===== src/rtl/fetch_pkg.sv =====
// fetch_pkg: shared FSM states and address-register-file control codes for instruction fetch
package fetch_pkg;
  typedef enum logic [1:0] {IDLE, FETCH_L, FETCH_H, DONE} state_t;
  localparam logic [2:0] FUN_INC     = 3'b001;
  localparam logic [2:0] FUN_NOP     = 3'b000;
  localparam logic [2:0] REGSEL_PC   = 3'b011;
  localparam logic [2:0] REGSEL_NONE = 3'b111;
  localparam logic [1:0] OUTSEL_PC   = 2'b00;
endpackage


===== src/rtl/instruction_fetch_unit.sv =====
// instruction_fetch_unit: two-byte little-endian fetch sequencer that advances PC through the register file
module instruction_fetch_unit
  import fetch_pkg::*;
(
  input  logic        Clock,
  input  logic        Reset,
  input  logic        Start,
  input  logic        MemReady,
  input  logic [7:0]  MemData,
  output logic        MemRead,
  output logic [1:0]  ARF_OutDSel,
  output logic [2:0]  ARF_RegSel,
  output logic [2:0]  ARF_FunSel,
  output logic [15:0] IR,
  output logic        IRValid,
  output logic        Busy
);
  state_t     state;
  logic [7:0] hold;
  logic       accept;
  always_ff @(posedge Clock or negedge Reset)
    if (!Reset) begin
      state <= IDLE;
      hold  <= '0;
      IR    <= '0;
    end else
      case (state)
        IDLE:    if (Start) state <= FETCH_L;
        FETCH_L: if (MemReady) begin
          hold  <= MemData;
          state <= FETCH_H;
        end
        FETCH_H: if (MemReady) begin
          IR    <= {MemData, hold};
          state <= DONE;
        end
        DONE:    state <= Start ? FETCH_L : IDLE;
        default: state <= IDLE;
      endcase
  // PC advances exactly on the cycles a byte is accepted, so it always points at the next byte
  always_comb begin
    Busy        = state == FETCH_L || state == FETCH_H;
    accept      = Busy && MemReady;
    MemRead     = Busy;
    IRValid     = state == DONE;
    ARF_OutDSel = OUTSEL_PC;
    ARF_RegSel  = accept ? REGSEL_PC : REGSEL_NONE;
    ARF_FunSel  = accept ? FUN_INC : FUN_NOP;
  end
endmodule


===== config.mk =====
export PLATFORM = sky130hd
export DESIGN_NAME = instruction_fetch_unit
export DESIGN_NICKNAME = d
export VERILOG_FILES = /design/src/rtl/fetch_pkg.sv /design/src/rtl/instruction_fetch_unit.sv
export SDC_FILE = /design/constraint.sdc
export NUM_CORES = 1
export LEC_CHECK = 0
export ABC_AREA = 1
export CAP_MARGIN = 20
export CORE_UTILIZATION = 48
export DETAILED_ROUTE_END_ITERATION = 8
export GPL_ROUTABILITY_DRIVEN = 1
export PLACE_DENSITY_LB_ADDON = 0.12
export SETUP_SLACK_MARGIN = 0.05
export SLEW_MARGIN = 20
export SYNTH_ARGS = -nofsm -noshare
export SYNTH_HDL_FRONTEND = slang
export SYNTH_SLANG_ARGS = --single-unit

===== constraint.sdc =====
create_clock -name Clock -period 2.06 [get_ports Clock]
set_input_delay 0.515 -clock Clock [delete_from_list [all_inputs] [get_ports Clock]]
set_output_delay 0.515 -clock Clock [all_outputs]
set_load 0.05 [all_outputs]

After elaboration in Yosys (flattened, before gate mapping). Index checks and enable logic that the tools add are counted. Widths: inputs -> output; s select.

Bits in registers: 26. Bits of input ports: 12. Word-level logic and storage cells: 22.

Equality and inequality tests: 6. Muxes and demuxes: 7. Reductions and logical operators: 6.

Operator list (count): $pmux 2 s4 (1); $mux 2 (3); $ne 2x2->1 const B (3); $eq 2x2->1 const B (2); $reduce_and 2->1 (2); $mux 3 (1); $reduce_and 3->1 (1); $eq 2x1->1 const B (1); $logic_not 2->1 (1); $mux 1 (2); $logic_and 1x1->1 (1); $logic_or 1x1->1 (1).

Longest topological paths before layout. Gate-level depths: netlist of run 1.

Depth in word-level cells: 4. Depth in mapped cells: 8.

Worst setup path before layout of run 1. No wires, ideal clock.

Kind: reg2out. From: register state[0]. To: output ARF_FunSel[0]. Data arrival time: 1854 ps. Required time: 1545 ps. Setup slack: -309 ps. Stages on the path, launching flop included: 6. Cells stage by stage: dfrtp_1 -> inv_1 -> ha_1 -> nand2_1 -> inv_1 -> buf_4.

Word-level cells in the longest chain between the ends: 4. Elaborated cells on any way between the ends: 5.

RTL lines: start, declared (line instruction_fetch_unit.sv:18) `state_t state;`; start signal, assigned (line instruction_fetch_unit.sv:37) `DONE: state <= Start ? FETCH_L : IDLE;`; $eq 2x1->1 / $eq 2x2->1 (equally long branches) (line instruction_fetch_unit.sv:42) `Busy = state == FETCH_L || state == FETCH_H;`; $logic_or 1x1->1 * (line instruction_fetch_unit.sv:42); net Busy (line instruction_fetch_unit.sv:16) `output logic Busy`; $logic_and 1x1->1 * (line instruction_fetch_unit.sv:43) `accept = Busy && MemReady;`; net accept (line instruction_fetch_unit.sv:20) `logic accept;`; $mux 1 * (line instruction_fetch_unit.sv:48) `ARF_FunSel = accept ? FUN_INC : FUN_NOP;`; end, declared (line instruction_fetch_unit.sv:13) `output logic [2:0] ARF_FunSel,`.

Mark *: on every way through the listed nets, which the timed path passes. The rest lies on a longest branch.

Final worst setup path of run 1.
From: register state[0]. To: output ARF_FunSel[0].

Word-level cells in the longest chain between the ends: 4. Elaborated cells on any way between the ends: 5.

RTL lines (line): $eq 2x1->1 / $eq 2x2->1 (equally long branches) (instruction_fetch_unit.sv:42); $logic_or 1x1->1 * (instruction_fetch_unit.sv:42); $logic_and 1x1->1 * (instruction_fetch_unit.sv:43); $mux 1 * (instruction_fetch_unit.sv:48).

Every way passes the cells marked *; elsewhere a longest branch is shown, timed or not.

==> summary.txt, run 1 <==
STA
  – RSZ-0062 raised after global routing: yes
  – Final hold slack: 482 ps
  – Fmax achieved: between 500 and 600 MHz
  – Slew Limit Headroom: 64.3%
  – Period utilization: 95.7%
  – Final WS setup: 89.0 ps
  – Final Slew Violations: 0
  – Fin. Hold Viols: 0
  – Setup-failing EPs final: 0
  – Period minus WS final: 1970 ps
  – Worst Skew: 4.52 ps
  – Setup TNS: 0 ps
  – Measured slew at the worst slew-check pin: between 500 and 600 ps

Critical path
  – Most used cell, CP: inv_1
  – Arr. time, crit path: approximately 1500 ps
  – Crit end category: output port
  – Setup CP Type: flip-flop to output port
  – Critical path's largest stage delay: 410 ps
  – Critical path cell sequence: inv_1 -> ha_4 -> nand2_2 -> inv_1 -> buf_12
  – Crit start category: flip-flop
  – Slowest-stage cell, CP: dfrtp_1
  – Crit-path leading delay family: flip-flops
  – Worst Path Buf+Inv: 3
  – Crit-path max FO: 4
  – Required time worst endpoint: 1540 ps

Layout
  – Area Overhead vs Synth: 35.6%
  – Share of cells above drive strength 1: 11.8%
  – # diodes: 0
  – Layout net count: 188
  – # fillers: 178
  – Post-layout util: 71.0%

Synthesis
  – Most frequent cells after synthesis: 45 x nand2_1, 26 x dfrtp_1, 16 x o21ai_0
  – Number of synthesized flops with an enable pin: 0
  – Seq/Total Area, Yosys: 54.6%
  – Post-Synth XOR/XNOR Area: 0%
  – Async SR Flop Fraction: 100%
  – Unique masters post-synth: 13
  – Ys flop type: dfrtp_1
  – Adder-cell share of the synthesized area: under 10%
  – Synth Area per Inst: 8.76 um^2
  – Number of synthesized register bits: 26
  – Area share of the largest cell type after synthesis: 54.6%
  – Yosys top cell by area: dfrtp_1
  – Top-count cell post-synth: nand2_1
  – Synth warnings: 0
  – Compound-gate portion of the synthesized area: 7.46%
  – Largest family of logic cells by synthesized area: simple AND/OR/NAND/NOR gates
  – Post-synthesis simple-gate area fraction: 19.4%
  – Cell Area, Synth: 0.00119 mm^2
  – Ranking of synthesized cells by area: dfrtp_1 55%, nand2_1 14%, o21ai_0 6.7%
  – Mux cell area share after synthesis: 0%
  – Synth Instances: 136

Detailed routing
  – Total iterations of the first detailed-routing run: 4
  – Routed Antenna Nets: 0
  – Drt via density: 4.59
  – WL final: 2.23 mm
  – Drt wl/cell: 11.3 um
  – Initial DRC Count: 11
  – Via count: around 910
  – Residual DRC: 0

Die
  – CORE AREA: 0.00228 mm^2
  – Starting Density: ~52%
  – Die width: 51.8 um
  – Die height: 51.8 um
  – Io pins: 39
  – Std cell rows: 17
  – Die area: 0.00268 mm^2

Clocking
  – Number of buffers created by CTS: 3
  – CTS tree: built
  – CTS Hold Bufs: 0
  – Clock sink count: 26
  – Max Root-Sink Buffers: 2
  – Worst skew pair latency: 320 ps
  – H-tree level count: 1
  – Clock slew at reported path FFs: 140 ps
  – CTS root buf: clkbuf_4

Global routing
  – Overall routing resource usage: 19.3%
  – First-pass GRT wire length: 3.75 mm
  – Largest net degree at the start of global routing: 27
  – Initial antenna violation count: 0
  – Grt ovf: 0
  – Vias in the first global route: roughly 830

Outcome
  – Status: finished clean

Placement
  – DP Worst Slack: 189 ps
  – RD Place Congestion: 0.750
  – Buffers on Ports: 32
  – Post-DP HPWL: 1.58 mm

Worst hold path
  – HP Class: flip-flop to flip-flop

Run
  – Max-cap violations: 0
-- worst paths after layout --
check                                            to  depth (start not counted)            startpoint  slack [ps]
worst max-delay path                  ARF_FunSel[0]                          5  state[0]$_DFFE_PN0P_          90
worst min-delay path              IR[7]$_DFFE_PN0P_                          2     IR[7]$_DFFE_PN0P_         480
worst max register to register    IR[8]$_DFFE_PN0P_                          6  state[0]$_DFFE_PN0P_         460
worst min register to register    IR[7]$_DFFE_PN0P_                          2     IR[7]$_DFFE_PN0P_         480
max in group asynchronous         IR[2]$_DFFE_PN0P_                          2                 Reset        1280
min in group asynchronous       hold[7]$_DFFE_PN0P_                          2                 Reset         540
-- cell type report --
cell class	count	area [um^2]	share of cell area (%)
Clock buffer	4	36.3	2.25
Inverter	15	56.3	3.49
Multi-Input combinational cell	86	420	26.0
Sequential cell	26	651	40.3
Tap cell	28	35.0	2.17
Timing Repair Buffer	39	417	25.8
-- timing repair --
action,4_1_cts,5_1_grt
endpoints found under the setup margin,10,8
gates cloned,0,0
buffers inserted,2,1
gates resized for setup,9,7
-- per-stage QoR --
stage / cells / cell area (um^2)
after detailed placement: 191 / 1550
after global placement: 191 / 1550
after CTS: 197 / 1590
final: 198 / 1620
after floorplan: 140 / 1220
after global routing: 198 / 1620
-- layout by cell type (no fill, tap or decap) --
cell type,synthesis,layout
buf_12,0,4
buf_4,9,8
clkbuf_4,0,3
clkbuf_8,0,1
clkdlybuf4s50_1,0,11
conb_1,2,6
dfrtp_1,26,26
dlygate4sd2_1,0,9
dlymetal6s2s_1,0,7
ha_1,5,4
ha_4,0,1
inv_1,14,14
inv_2,1,1
nand2_1,45,44
nand2_2,0,1
nand3_1,11,11
nor2_1,2,2
o21ai_0,16,16
o21ai_2,1,1
-- worst register-to-register path: cells and delay by family (launching register included) --
kind                     cells  cell delay, ps
AND/OR/NAND/NOR              2             210
flip-flops                   1             410
adder cells (fa/ha/maj)      1             420
buffers and inverters        2             360
AO/OA/AOI/OAI                1             100
-- registers in the layout, indices dropped and copies added (netlist names) --
name,cells
hold,8
IR,16
state,2
-- metal layers --
metal  vias to the layer above  wire (um)  track usage, %
met5                         -          0               0
met3                         4         85            3.80
li1                        470          -               -
met1                       410       1020            25.6
met4                         0         27            8.11
met2                        24       1110            30.7
-- logic make-up after synthesis --
| logic type | Yosys count |
|---|---|
| compound gates | 17 |
| fa+ha+maj | 5 |
| buf+inv | 28 |
| flops | 26 |
| other cells | 2 |
| simple gates | 58 |
Power of run 1 is not shown: default switching activity piles up to over one toggle a cycle in this logic, so the estimate is an artifact.
==> run 2, diff against run 1 <==
==> constraint.sdc (replaced) <==
create_clock -name Clock -period 2.06 [get_ports Clock]
set_input_delay 0.412 -clock Clock [delete_from_list [all_inputs] [get_ports Clock]]
set_output_delay 0.412 -clock Clock [all_outputs]
set_load 0.05 [all_outputs]
==> summary.txt, run 2 (same netlist as run 1, synthesis figures left out) <==
Layout
  – Layout net count: 187 (-0.53%)
  – # diodes: 0 (unchanged)
  – Area Overhead vs Synth: 35.8%
  – Post-layout util: 71.1% (+0.11 points)
  – Cell area after layout: 0.00162 mm^2 (+0.15%)
  – Max reg flops: 16 (unchanged)
  – Share of cells above drive strength 1: 11.2% (-0.52 points)
  – Most frequent cells in the layout: 44 x nand2_1, 27 x clkdlybuf4s50_1, 26 x dfrtp_1
  – Commonest non-fill, non-tap cell in the layout: nand2_1
  – Largest reg by FF count: IR
  – Biggest regs: IR (16), hold (8), state (2)

Critical path
  – Crit start category: flip-flop
  – Crit-path max FO: 2 (-2)
  – Worst Path Buf+Inv: 1 (-2)
  – FF-to-FF Start: state[0]$_DFFE_PN0P_
  – R2R Setup Slk: 480 ps (+20 ps)
  – Required time worst endpoint: 1650 ps (+110 ps)
  – Worst r2r dst: IR[9]$_DFFE_PN0P_
  – Slowest-stage cell, CP: clkdlybuf4s50_1
  – Worst R2R Path Depth: 5 (-1)
  – Setup CP Type: flip-flop to output port
  – Crit-path leading delay family: buffers and inverters
  – Arr. time, crit path: 1510 ps (+50 ps)
  – Critical path cell sequence: clkdlybuf4s50_1
  – Critical path's largest stage delay: 800 ps (+390 ps)
  – Crit end category: output port

STA
  – Worst Skew: 6.09 ps (+1.56 ps)
  – Setup TNS: 0 ps (unchanged)
  – Period minus WS final: 1920 ps (-52.4 ps)
  – Setup-failing EPs final: 0 (unchanged)
  – Fin. Hold Viols: 0 (unchanged)
  – Final WS setup: 141 ps (+52.4 ps)
  – Period utilization: 93.1% (-2.5 points)
  – Final Slew Violations: 0 (unchanged)
  – RSZ-0062 raised after global routing: no
  – Fmax achieved: 521 MHz (+2.7%)

Global routing
  – Largest net degree at the start of global routing: 27 (unchanged)
  – Vias in the first global route: 931 (+12%)
  – Grt ovf: 0 (unchanged)
  – First-pass GRT wire length: 4.05 mm (+8.1%)
  – Overall routing resource usage: 21.0% (+1.7 points)
  – Initial antenna violation count: 0 (unchanged)

Die
  – Starting Density: 52.3% (unchanged)
  – Std cell rows: 17 (unchanged)
  – CORE AREA: 0.00228 mm^2 (unchanged)
  – Die area: 0.00268 mm^2 (unchanged)
  – Die width: 51.8 um (unchanged)
  – Io pins: 39 (unchanged)
  – Die height: 51.8 um (unchanged)

Clocking
  – CTS tree: built
  – CTS Hold Bufs: 0 (unchanged)
  – Clock sink count: 26 (unchanged)
  – Max Root-Sink Buffers: 2 (unchanged)
  – Number of buffers created by CTS: 3 (unchanged)
  – Worst skew pair latency: 320 ps (about the same)
  – CTS root buf: clkbuf_4
  – H-tree level count: 1 (unchanged)
  – Clock slew at reported path FFs: 140 ps (about the same)

Detailed routing
  – Residual DRC: 0 (unchanged)
  – Drt via density: 4.74 (+3.4%)
  – Routed Antenna Nets: 0 (unchanged)
  – WL final: 2.38 mm (+6.5%)
  – Initial DRC Count: 16 (+5)
  – Total iterations of the first detailed-routing run: 4 (unchanged)
  – Drt wl/cell: 12.1 um (+7.1%)
  – Via count: 934 (+2.9%)

Placement
  – Buffers on Ports: 32 (unchanged)
  – DP Area: 0.00154 mm^2 (-0.65%)
  – RD Place Congestion: 0.785 (+4.7%)
  – DP Worst Slack: 285 ps (+95.0 ps)
  – Post-DP HPWL: 1.73 mm (+9.1%)

Outcome
  – Status: finished clean

Run
  – Max-cap violations: 0 (unchanged)

Worst hold path
  – HP Class: input port to asynchronous set/reset pin
run 2: changes by cell type in the layout (fill, tap and decap cells not counted), sizes merged:
| cell | previous run | this run |
|---|---|---|
| clkdlybuf4s50 | 11 | 27 |
| dlygate4sd2 | 9 | 0 |
| dlymetal6s2s | 7 | 0 |
| buf | 12 | 11 |
| bufinv | 0 | 1 |
| clkbuf | 4 | 3 |
run 2: final cells by class:
cell class / count / area (um^2)
fill: 182 / 658
multi-input combinational: 86 / 420
tap: 28 / 35.0
inverter: 15 / 56.3
clock buffer: 3 / 22.5
sequential: 26 / 651
timing repair buffer: 38 / 403
clock inverter: 1 / 30.0
run 2: worst max-delay path by stage:
| stage | endpoint | slack (ps) | cells past startpoint | startpoint |
|---|---|---|---|---|
| floorplan | ARF_FunSel[0] | 110 | 5 | state[0]$_DFFE_PN0P_ |
| global placement | ARF_FunSel[0] | 390 | 5 | state[0]$_DFFE_PN0P_ |
| detailed placement | hold[1]$_DFFE_PN0P_ | 280 | 4 | MemReady |
| CTS | ARF_FunSel[0] | 80 | 5 | state[1]$_DFFE_PN0P_ |
| global route | ARF_FunSel[0] | 60 | 5 | state[1]$_DFFE_PN0P_ |
| finish | IR[3] | 140 | 1 | IR[3]$_DFFE_PN0P_ |
run 2: layer usage:
| metal | vias up | share of wire (%) | GRT usage [%] | routed length, um |
|---|---|---|---|---|
| met5 | - | 0 | 0 | 0 |
| met1 | 424 | 44 | 25.4 | 1050 |
| met4 | 0 | 1.6 | 12.6 | 37 |
| li1 | 472 | - | - | - |
| met2 | 34 | 51 | 35.3 | 1210 |
| met3 | 4 | 3.8 | 3.22 | 90 |
run 2: what timing repair did:
action / in CTS / in global routing
setup buffers: 1 / 1
setup endpoints to repair: 2 / 1
resized for setup: 1 / 0
endpoints found under the hold margin: 0 / 0
run 2: through the flow:
step,hold slack (ps),std cells
2_1_floorplan,116,140
3_3_place_gp,454,191
3_5_place_dp,459,191
4_1_cts,441,196
5_1_grt,467,197
6_report,447,197
Power of run 2 is left out for the same reason.
